$ cat src/rtl/dac_pkg.sv
// dac_pkg -- shared types and constants for the serial DAC driver.
//   state_t     : driver FSM states
//   FRAME_BITS  : serial frame length
//   CTRL_BITS   : control bits at the head of the frame
//   DATA_LSB    : bit position of the sample LSB inside the frame
//   make_frame  : assembles {ctrl, sample, zero pad}
package dac_pkg;

  localparam int FRAME_BITS = 16;
  localparam int CTRL_BITS  = 4;
  localparam int DATA_LSB   = 4;
  localparam int DATA_BITS  = 8;

  typedef enum logic [1:0] {
    IDLE  = 2'd0,
    SETUP = 2'd1,
    SHIFT = 2'd2,
    GAP   = 2'd3
  } state_t;

  function automatic logic [FRAME_BITS-1:0] make_frame(
    input logic [CTRL_BITS-1:0] ctrl,
    input logic [DATA_BITS-1:0] data
  );
    make_frame = {ctrl, data, {DATA_LSB{1'b0}}};
  endfunction

endpackage

$ cat src/rtl/dac_sclk_gen.sv
// dac_sclk_gen -- half-period divider and serial clock toggle.
//   clk   : system clock
//   rst   : synchronous active-high reset
//   run   : divider counts while high; when low the counter reloads and
//           sclk parks high
//   tick  : last clk cycle of the current half-period
//   sclk  : serial clock phase, toggles at the end of every half-period
module dac_sclk_gen #(
  parameter int CLK_DIV = 1
) (
  input  logic clk,
  input  logic rst,
  input  logic run,
  output logic tick,
  output logic sclk
);

  localparam logic [7:0] RELOAD = 8'(CLK_DIV - 1);

  logic [7:0] cnt;

  always_ff @(posedge clk) begin
    if (rst || !run) begin
      cnt  <= RELOAD;
      sclk <= 1'b1;
    end else if (cnt == 8'd0) begin
      cnt  <= RELOAD;
      sclk <= ~sclk;
    end else begin
      cnt <= cnt - 8'd1;
    end
  end

  assign tick = run && (cnt == 8'd0);

endmodule

$ cat src/rtl/dac_driver.sv
// dac_driver -- serialises 8-bit samples into 16-bit DAC frames
// ({CTRL_WORD, sample, 4'b0000}, MSB first, data changes on the falling
// serial clock edge so the DAC samples on the rising edge).
//   clk, rst            : system clock, synchronous active-high reset
//   in_data/in_valid/in_ready : sample input handshake
//   dac_cs, dac_clk, dac_dat  : serial DAC interface (cs active low,
//                               clk idles high)
//   busy                : FSM not in IDLE
//   frame_done          : one-cycle pulse on the first cs-high cycle
// Build option: DAC_DRIVER_HOLD_BUF_EN adds a one-entry hold buffer so a
// sample can be accepted while a frame is in flight and follows the
// inter-frame gap directly.
module dac_driver
  import dac_pkg::*;
#(
  parameter int                   CLK_DIV   = 1,
  parameter logic [CTRL_BITS-1:0] CTRL_WORD = 4'b0000,
  parameter int                   CS_GAP    = 2
) (
  input  logic                 clk,
  input  logic                 rst,
  input  logic [DATA_BITS-1:0] in_data,
  input  logic                 in_valid,
  output logic                 in_ready,
  output logic                 dac_cs,
  output logic                 dac_clk,
  output logic                 dac_dat,
  output logic                 busy,
  output logic                 frame_done
);

  localparam logic [3:0] GAP_LAST = 4'(CS_GAP - 1);
  localparam logic [3:0] BIT_LAST = 4'(FRAME_BITS - 1);

  state_t                  state, state_nxt;
  logic [FRAME_BITS-1:0]   sreg;
  logic [3:0]              bit_cnt;
  logic [3:0]              gap_cnt;
  logic                    run, tick, sclk;
  logic                    last_gap, bit_end;
  logic                    load;
  logic [DATA_BITS-1:0]    load_data;

  assign run      = (state == SETUP) || (state == SHIFT);
  assign last_gap = (state == GAP) && (gap_cnt == GAP_LAST);
  // end of a high half == end of one bit period
  assign bit_end  = (state == SHIFT) && tick && sclk;

  dac_sclk_gen #(.CLK_DIV(CLK_DIV)) u_sclk (
    .clk  (clk),
    .rst  (rst),
    .run  (run),
    .tick (tick),
    .sclk (sclk)
  );

`ifdef DAC_DRIVER_HOLD_BUF_EN
  logic                 buf_full;
  logic [DATA_BITS-1:0] buf_data;
  logic                 accept, can_load;

  assign in_ready  = !buf_full;
  assign accept    = in_valid && in_ready;
  // IDLE and the last GAP cycle can start a frame immediately; a sample
  // arriving then goes straight to the shift register.
  assign can_load  = (state == IDLE) || last_gap;
  assign load      = can_load && (buf_full || accept);
  assign load_data = buf_full ? buf_data : in_data;

  always_ff @(posedge clk) begin
    if (rst) begin
      buf_full <= 1'b0;
      buf_data <= '0;
    end else if (accept && !can_load) begin
      buf_full <= 1'b1;
      buf_data <= in_data;
    end else if (can_load && buf_full) begin
      buf_full <= 1'b0;
    end
  end
`else
  assign in_ready  = (state == IDLE);
  assign load      = in_valid && in_ready;
  assign load_data = in_data;
`endif

  always_ff @(posedge clk) begin
    if (rst) begin
      state <= IDLE;
    end else begin
      state <= state_nxt;
    end
  end

  always_comb begin
    state_nxt  = state;
    dac_cs     = 1'b1;
    dac_clk    = 1'b1;
    dac_dat    = 1'b0;
    busy       = 1'b1;
    frame_done = 1'b0;
    case (state)
      IDLE: begin
        busy = 1'b0;
        if (load) state_nxt = SETUP;
      end
      SETUP: begin
        dac_cs  = 1'b0;
        dac_dat = sreg[FRAME_BITS-1];
        if (tick) state_nxt = SHIFT;
      end
      SHIFT: begin
        dac_cs  = 1'b0;
        dac_clk = sclk;
        dac_dat = sreg[FRAME_BITS-1];
        if (bit_end && bit_cnt == BIT_LAST) state_nxt = GAP;
      end
      GAP: begin
        frame_done = (gap_cnt == 4'd0);
        if (last_gap) state_nxt = load ? SETUP : IDLE;
      end
      default: state_nxt = IDLE;
    endcase
  end

  always_ff @(posedge clk) begin
    if (rst) begin
      sreg    <= '0;
      bit_cnt <= '0;
      gap_cnt <= '0;
    end else begin
      if (load) begin
        sreg    <= make_frame(CTRL_WORD, load_data);
        bit_cnt <= '0;
      end else if (bit_end) begin
        // shift on the falling edge so the next bit is stable for the rise
        sreg    <= {sreg[FRAME_BITS-2:0], 1'b0};
        bit_cnt <= (bit_cnt == BIT_LAST) ? 4'd0 : bit_cnt + 4'd1;
      end
      if (state == GAP && !last_gap) gap_cnt <= gap_cnt + 4'd1;
      else                           gap_cnt <= '0;
    end
  end

endmodule

$ cat config.mk
export PLATFORM = sky130hd
export DESIGN_NAME = dac_driver
export DESIGN_NICKNAME = d
export VERILOG_FILES = /design/src/rtl/dac_pkg.sv /design/src/rtl/dac_sclk_gen.sv /design/src/rtl/dac_driver.sv
export SDC_FILE = /design/constraint.sdc
export NUM_CORES = 1
export LEC_CHECK = 0
export CORE_ASPECT_RATIO = 1.2
export CORE_MARGIN = 2
export CORE_UTILIZATION = 54
export CTS_CLUSTER_SIZE = 16
export DETAILED_ROUTE_END_ITERATION = 10
export PLACE_DENSITY = 0.88
export SLEW_MARGIN = 20
export SYNTH_ARGS = -nofsm -noshare
export SYNTH_HDL_FRONTEND = slang
export SYNTH_HIERARCHICAL = 1
export SYNTH_SLANG_ARGS = --single-unit
$ cat constraint.sdc
create_clock -name clk -period 2.9 [get_ports clk]
set_input_delay 0.58 -clock clk [delete_from_list [all_inputs] [get_ports clk]]
set_output_delay 0.58 -clock clk [all_outputs]
set_load 0.005 [all_outputs]
## Yosys cells after proc, flatten, opt, wreduce, memory -nomap -nowiden

Cells that the tools add are included.

- Register bits after elaboration: 31
- Bits of input ports: 11
- Output and inout port bits: 6
- Word-level logic and storage cells: 55

- Add/sub/neg operators: 3
- Equal/unequal tests: 9
- Multiplexer cells: 14
- Bitwise logic cells: 2
- Reduce and logical (&&, ||, !) cells: 20

Operator list:

| operator | number |
|---|---|
| 12-bit 2-to-1 mux | 2 |
| 4-bit by 1-bit adder with 4-bit output, second input constant | 2 |
| 8-bit zero test | 1 |
| 2-bit 2-to-1 mux | 4 |
| 2-bit case mux with 4 select lines | 1 |
| 2-bit OR reduction | 4 |
| 8-bit by 1-bit subtractor with 8-bit output, second input constant | 1 |
| 1-bit logical AND | 7 |
| 1-bit 2-to-1 mux | 6 |
| 2-bit equality test, second input constant | 2 |
| 4-bit by 1-bit equality test with 1-bit output, second input constant | 1 |
| 4-bit equality test, second input constant | 1 |
| 4-bit zero test | 1 |
| 4-bit 2-to-1 mux | 1 |
| 2-bit by 1-bit != test with 1-bit output, second input constant | 2 |
| 2-bit != test, second input constant | 2 |
| 4-bit AND reduction | 1 |
| 2-bit by 1-bit equality test with 1-bit output, second input constant | 1 |
| 1-bit zero test | 2 |
| 2-bit zero test | 1 |
| 1-bit logical OR | 2 |
| 1-bit NOT | 2 |
| 2-bit nonzero test | 1 |

## Logic depth before layout (Yosys ltp)

- Depth after elaboration: 8
- Mapped depth: 9
- Mapped depth without buffers: 8

## Cells and area by module

Netlist, hierarchy kept.

Modules (own cells, without submodules):

| module | times used | cells an instance | area each (sq um) | sequential area each (sq um) |
|---|---|---|---|---|
| dac_driver | 1 | 132 | 1072.3 | 440.4 |
| dac_sclk_gen | 1 | 47 | 417.9 | 180.2 |

## Least setup slack after synthesis

OpenSTA, ideal clock, no wires.

- Path type: register -> register
- From: register u_sclk.cnt[0]
- To: register bit_cnt[3]
- Setup time: 0.070 ns
- Data arrival time: 2.088 ns
- Required time: 2.830 ns
- Slack: 0.742 ns
- Cell stages (with the launch flop): 10
- Buffers on the path: 1
- Clock period less this slack: 2.158 ns
- Cell sequence: dfxtp_1 > inv_1 > ha_1 > or3b_2 > nor3_1 > and3_1 > buf_4 > nand2_2 > or3_1 > a21oi_1

- Cells in the longest elaborated chain, start to end: 4

RTL lines:

| element | line | RTL |
|---|---|---|
| start, declared | dac_sclk_gen.sv:20 | `logic [7:0] cnt;` |
| start signal, assigned | dac_sclk_gen.sv:30 | `cnt <= cnt - 8'd1;` |
| 8-bit zero test | dac_sclk_gen.sv:34 | `assign tick = run && (cnt == 8'd0);` |
| 1-bit logical AND | dac_sclk_gen.sv:34 |  |
| net tick | dac_driver.sv:39 | `logic run, tick, sclk;` |
| 1-bit logical AND (2 in a row) | dac_driver.sv:47 | `assign bit_end = (state == SHIFT) && tick && sclk;` |
| end signal, assigned | dac_driver.sv:138 | `bit_cnt <= (bit_cnt == BIT_LAST) ? 4'd0 : bit_cnt + 4'd1;` |
| end, declared | dac_driver.sv:37 | `logic [3:0] bit_cnt;` |

The timed path passes the listed nets, and every way through them passes these cells.
A chain may end at the register's enable or synchronous reset.

## Worst setup path in the final report

- From: register state[1]
- To: output dac_dat

- Cells in the longest elaborated chain, start to end: 3
- Elaborated cells between the ends (all ways): 4
- Those cells by class: eq/ne: 2; mux: 1; reduce/logical: 1

RTL lines:

| element | line | RTL |
|---|---|---|
| start, declared | dac_driver.sv:35 | `state_t state, state_nxt;` |
| start signal, assigned | dac_driver.sv:91 | `state <= state_nxt;` |
| 2-bit by 1-bit equality test with 1-bit output / 2-bit equality test (equally long branches) | dac_driver.sv:102 | `case (state)` |
| 2-bit OR reduction (no line) (*) | n/a |  |
| 1-bit 2-to-1 mux (*) | dac_driver.sv:102 |  |
| end, declared | dac_driver.sv:27 | `output logic dac_dat,` |

Mark *: on every way between the ends. The rest lies on a longest branch, timed or not.

==> results.json <==
{
  "status": "completed",
  "grt_overflow_total": 0,
  "grtUsageTotal_pct": 21.67,
  "ctsHtreeMaxLevel": 2,
  "cp-end-kind": "primary output",
  "drive_gt1_share_pct": 8.586,
  "cp_data_arrival_time_ns": 1.91,
  "reg2reg_to": "bit_cnt[0]",
  "rsz0062_at_grt": "false",
  "wirelength_mm": 2.979,
  "startpoint_type": "flip-flop",
  "worstPathRequired_ns": 2.32,
  "port_buffers": 16,
  "drt_iter0_drc": 28,
  "area_growth_syn_to_layout_pct": 17.88,
  "syn_avg_cell_area_um2": 8.325,
  "antenna_found_initial": 0,
  "initial_core_util_pct": 57.82,
  "synth.distinct_cells": 36,
  "worst_path_largest_cell_delay_ns": 0.49,
  "clk_path_buf_depth": 2,
  "synth-compound-area-share_pct": 15.37,
  "r2r_slack_ns": 0.44,
  "place_inst": 223,
  "crit_type": "reg -> out",
  "cts.sinks": 31,
  "pre_cts_slack_ns": 0.4639,
  "drv_slew": 0,
  "syn_area_um2": 1490,
  "clkTransAtPathRegs_ns": 0.10,
  "post-cts-setup-buffer-count": 0,
  "synth_edf_count": 0,
  "dpl_cell_area_um2": 1670,
  "grt_max_degree": 17,
  "relSlewSlack_pct": 62.77,
  "cts-root-buf": "clkbuf_4",
  "finalSetupTns_ns": 0,
  "dieWidth_um": 51.96,
  "vias_per_cell": 5.628,
  "numCtsBuffers": 5,
  "cts_hold_buf": 0,
  "syn_nets": 202,
  "ys_seq_elements": 31,
  "final_area_um2": 1757,
  "ctsResizeCount": 0,
  "holdPathEnd": "sreg[14]",
  "fin_nets": 220,
  "first_global_vias": 1220,
  "synthTopCellsByCount": "dfxtp_1, nand2_1, nor2_1",
  "ys_seq_area_share_pct": 41.65,
  "crit_chain": "inv_1 > ha_1 > and2_1 > clkdlybuf4s50_1",
  "dp_hpwl_mm": 2.185,
  "setup_viol": 0,
  "fmax_mhz": 401.2,
  "synth_area_leader_cell": "dfxtp_1",
  "synthAdderAreaFrac_pct": 10.08,
  "finalHoldViolCount": 0,
  "multi_input_area_um2": 784.5,
  "fin_hold_ws_ns": 0.4659,
  "synth_top_family_by_area": "simple AND/OR/NAND/NOR gates",
  "post-route-util_pct": 68.16,
  "p_per_area_nw_per_um2": 708.9,
  "clock_latency_ns": 0.33,
  "cap_violations": 0,
  "wl_per_cell_um": 12.90,
  "leakage_nw": 0.6854,
  "yosysWarnings": 6,
  "fin_cells": 231,
  "antenna_cells": 0,
  "hold_depth": 2,
  "synth_top_flop_cell": "dfxtp_1",
  "fillers": 209,
  "grt_pass1_wl_mm": 5.002,
  "std_cell_rows": 20,
  "setup_slack_ns": 0.4076,
  "final_antenna_net_count": 0,
  "regArea_um2": 620.6,
  "async_flop_share_pct": 0,
  "fin_crit_sh_pct": 85.94,
  "fin_total_pwr_mw": 1.245,
  "postSynthCellCount": 179,
  "slowest_stage": "clkdlybuf4s50_1",
  "min_from": "sreg[14]",
  "synth.most_common_cell": "dfxtp_1",
  "synth_xor_area_share_pct": 2.351,
  "timing.rr.start": "u_sclk/cnt[0]",
  "hold_path_class": "reg -> reg",
  "tightest_slew_ns": 0.5537,
  "cts_tree": "built",
  "synth-simple-area-share_pct": 24.18,
  "ioPinCount": 17,
  "dieArea_um2": 3198,
  "crit_fanout": 6,
  "vias": 1300,
  "reg2reg_depth": 8,
  "dr.pass1.iters": 4,
  "synthMuxAreaShare_pct": 0.6717,
  "core-area_um2": 2577,
  "yosysTopAreaCellShare_pct": 41.65,
  "fin_skew_ns": 0.002286,
  "gp_congestion": 0.8226,
  "fin_crit_ns": 2.492,
  "synthTopCellsByArea": "dfxtp_1, ha_1, nand2_1",
  "drc": 0,
  "fp.dieH_um": 61.55,
  "irDropWorstVdd_uv": 613.6
}
## area by class of cell
class	count	share of cell area, %
Multi-Input combinational cell	128	44.66
Clock inverter	2	1.994
Timing Repair Buffer	18	9.972
Clock buffer	6	2.920
Inverter	13	2.778
Tap cell	33	2.350
Sequential cell	31	35.33
## critical path: cells and delay by family, from the launching register on
kind | cells | cell delay [ns]
buf+inv | 2 | 0.60
fa+ha+maj | 1 | 0.42
flops | 1 | 0.39
simple gates | 1 | 0.16
## routing by layer
layer / vias to the layer above / share of wire, % / global-route usage (%)
met5: - / 0 / 0
met4: 0 / 2.6 / 12.03
met3: 8 / 4.2 / 6.068
met2: 29 / 51 / 39.24
met1: 609 / 42 / 22.56
li1: 654 / - / -
## cell usage in the layout (no fill, tap or decap), types with 2 or more instances in the layout
| cell type | count |
|---|---|
| o21ai_0 | 7 |
| clkbuf_4 | 5 |
| xnor2_1 | 2 |
| nor2_1 | 16 |
| clkdlybuf4s50_1 | 16 |
| dfxtp_1 | 31 |
| ha_1 | 12 |
| a31o_2 | 2 |
| or3_1 | 2 |
| nand2_1 | 30 |
| o31ai_1 | 3 |
| buf_4 | 2 |
| inv_1 | 13 |
| a311oi_1 | 7 |
| nor3_1 | 2 |
| a21oi_1 | 15 |
| nand3_1 | 6 |
| nor3b_1 | 2 |
| xor2_1 | 2 |
| or4_1 | 3 |
| nand2b_1 | 2 |
## flip-flops by register name (all words and copies together), names as in the netlist
register,count
bit_cnt,4
gap_cnt,4
sreg,12
state,2
u_sclk/cnt,8
u_sclk/sclk,1
## power breakdown
group	total (mW)	internal, mW	switching, mW	leakage (nW)
Sequential	0.512	0.474	0.0379	0.252
Combinational	0.379	0.170	0.209	0.385
Clock	0.354	0.204	0.150	0.0482
Total	1.25	0.848	0.397	0.685
## kinds of logic after synthesis
logic type,count (synthesis)
and+or+nand+nor,75
adders and majority gates,12
buffers and inverters,20
DFF,31
muxes,1
AOI/OAI and AO/OA,36
xor gates and xnor gates,4
## how the worst max path moves through the flow
stage / startpoint / endpoint / slack, ns / cells past startpoint
finish: state[1] / dac_dat / 0.41 / 4
global route: u_sclk/cnt[0] / bit_cnt[0] / 0.24 / 8
CTS: state[1] / dac_dat / 0.40 / 4
detailed placement: u_sclk/cnt[0] / bit_cnt[0] / 0.46 / 8
global placement: u_sclk/cnt[0] / bit_cnt[0] / 0.58 / 8
floorplan: u_sclk/cnt[0] / bit_cnt[3] / 0.74 / 9
(Power assumes the default switching activity.)
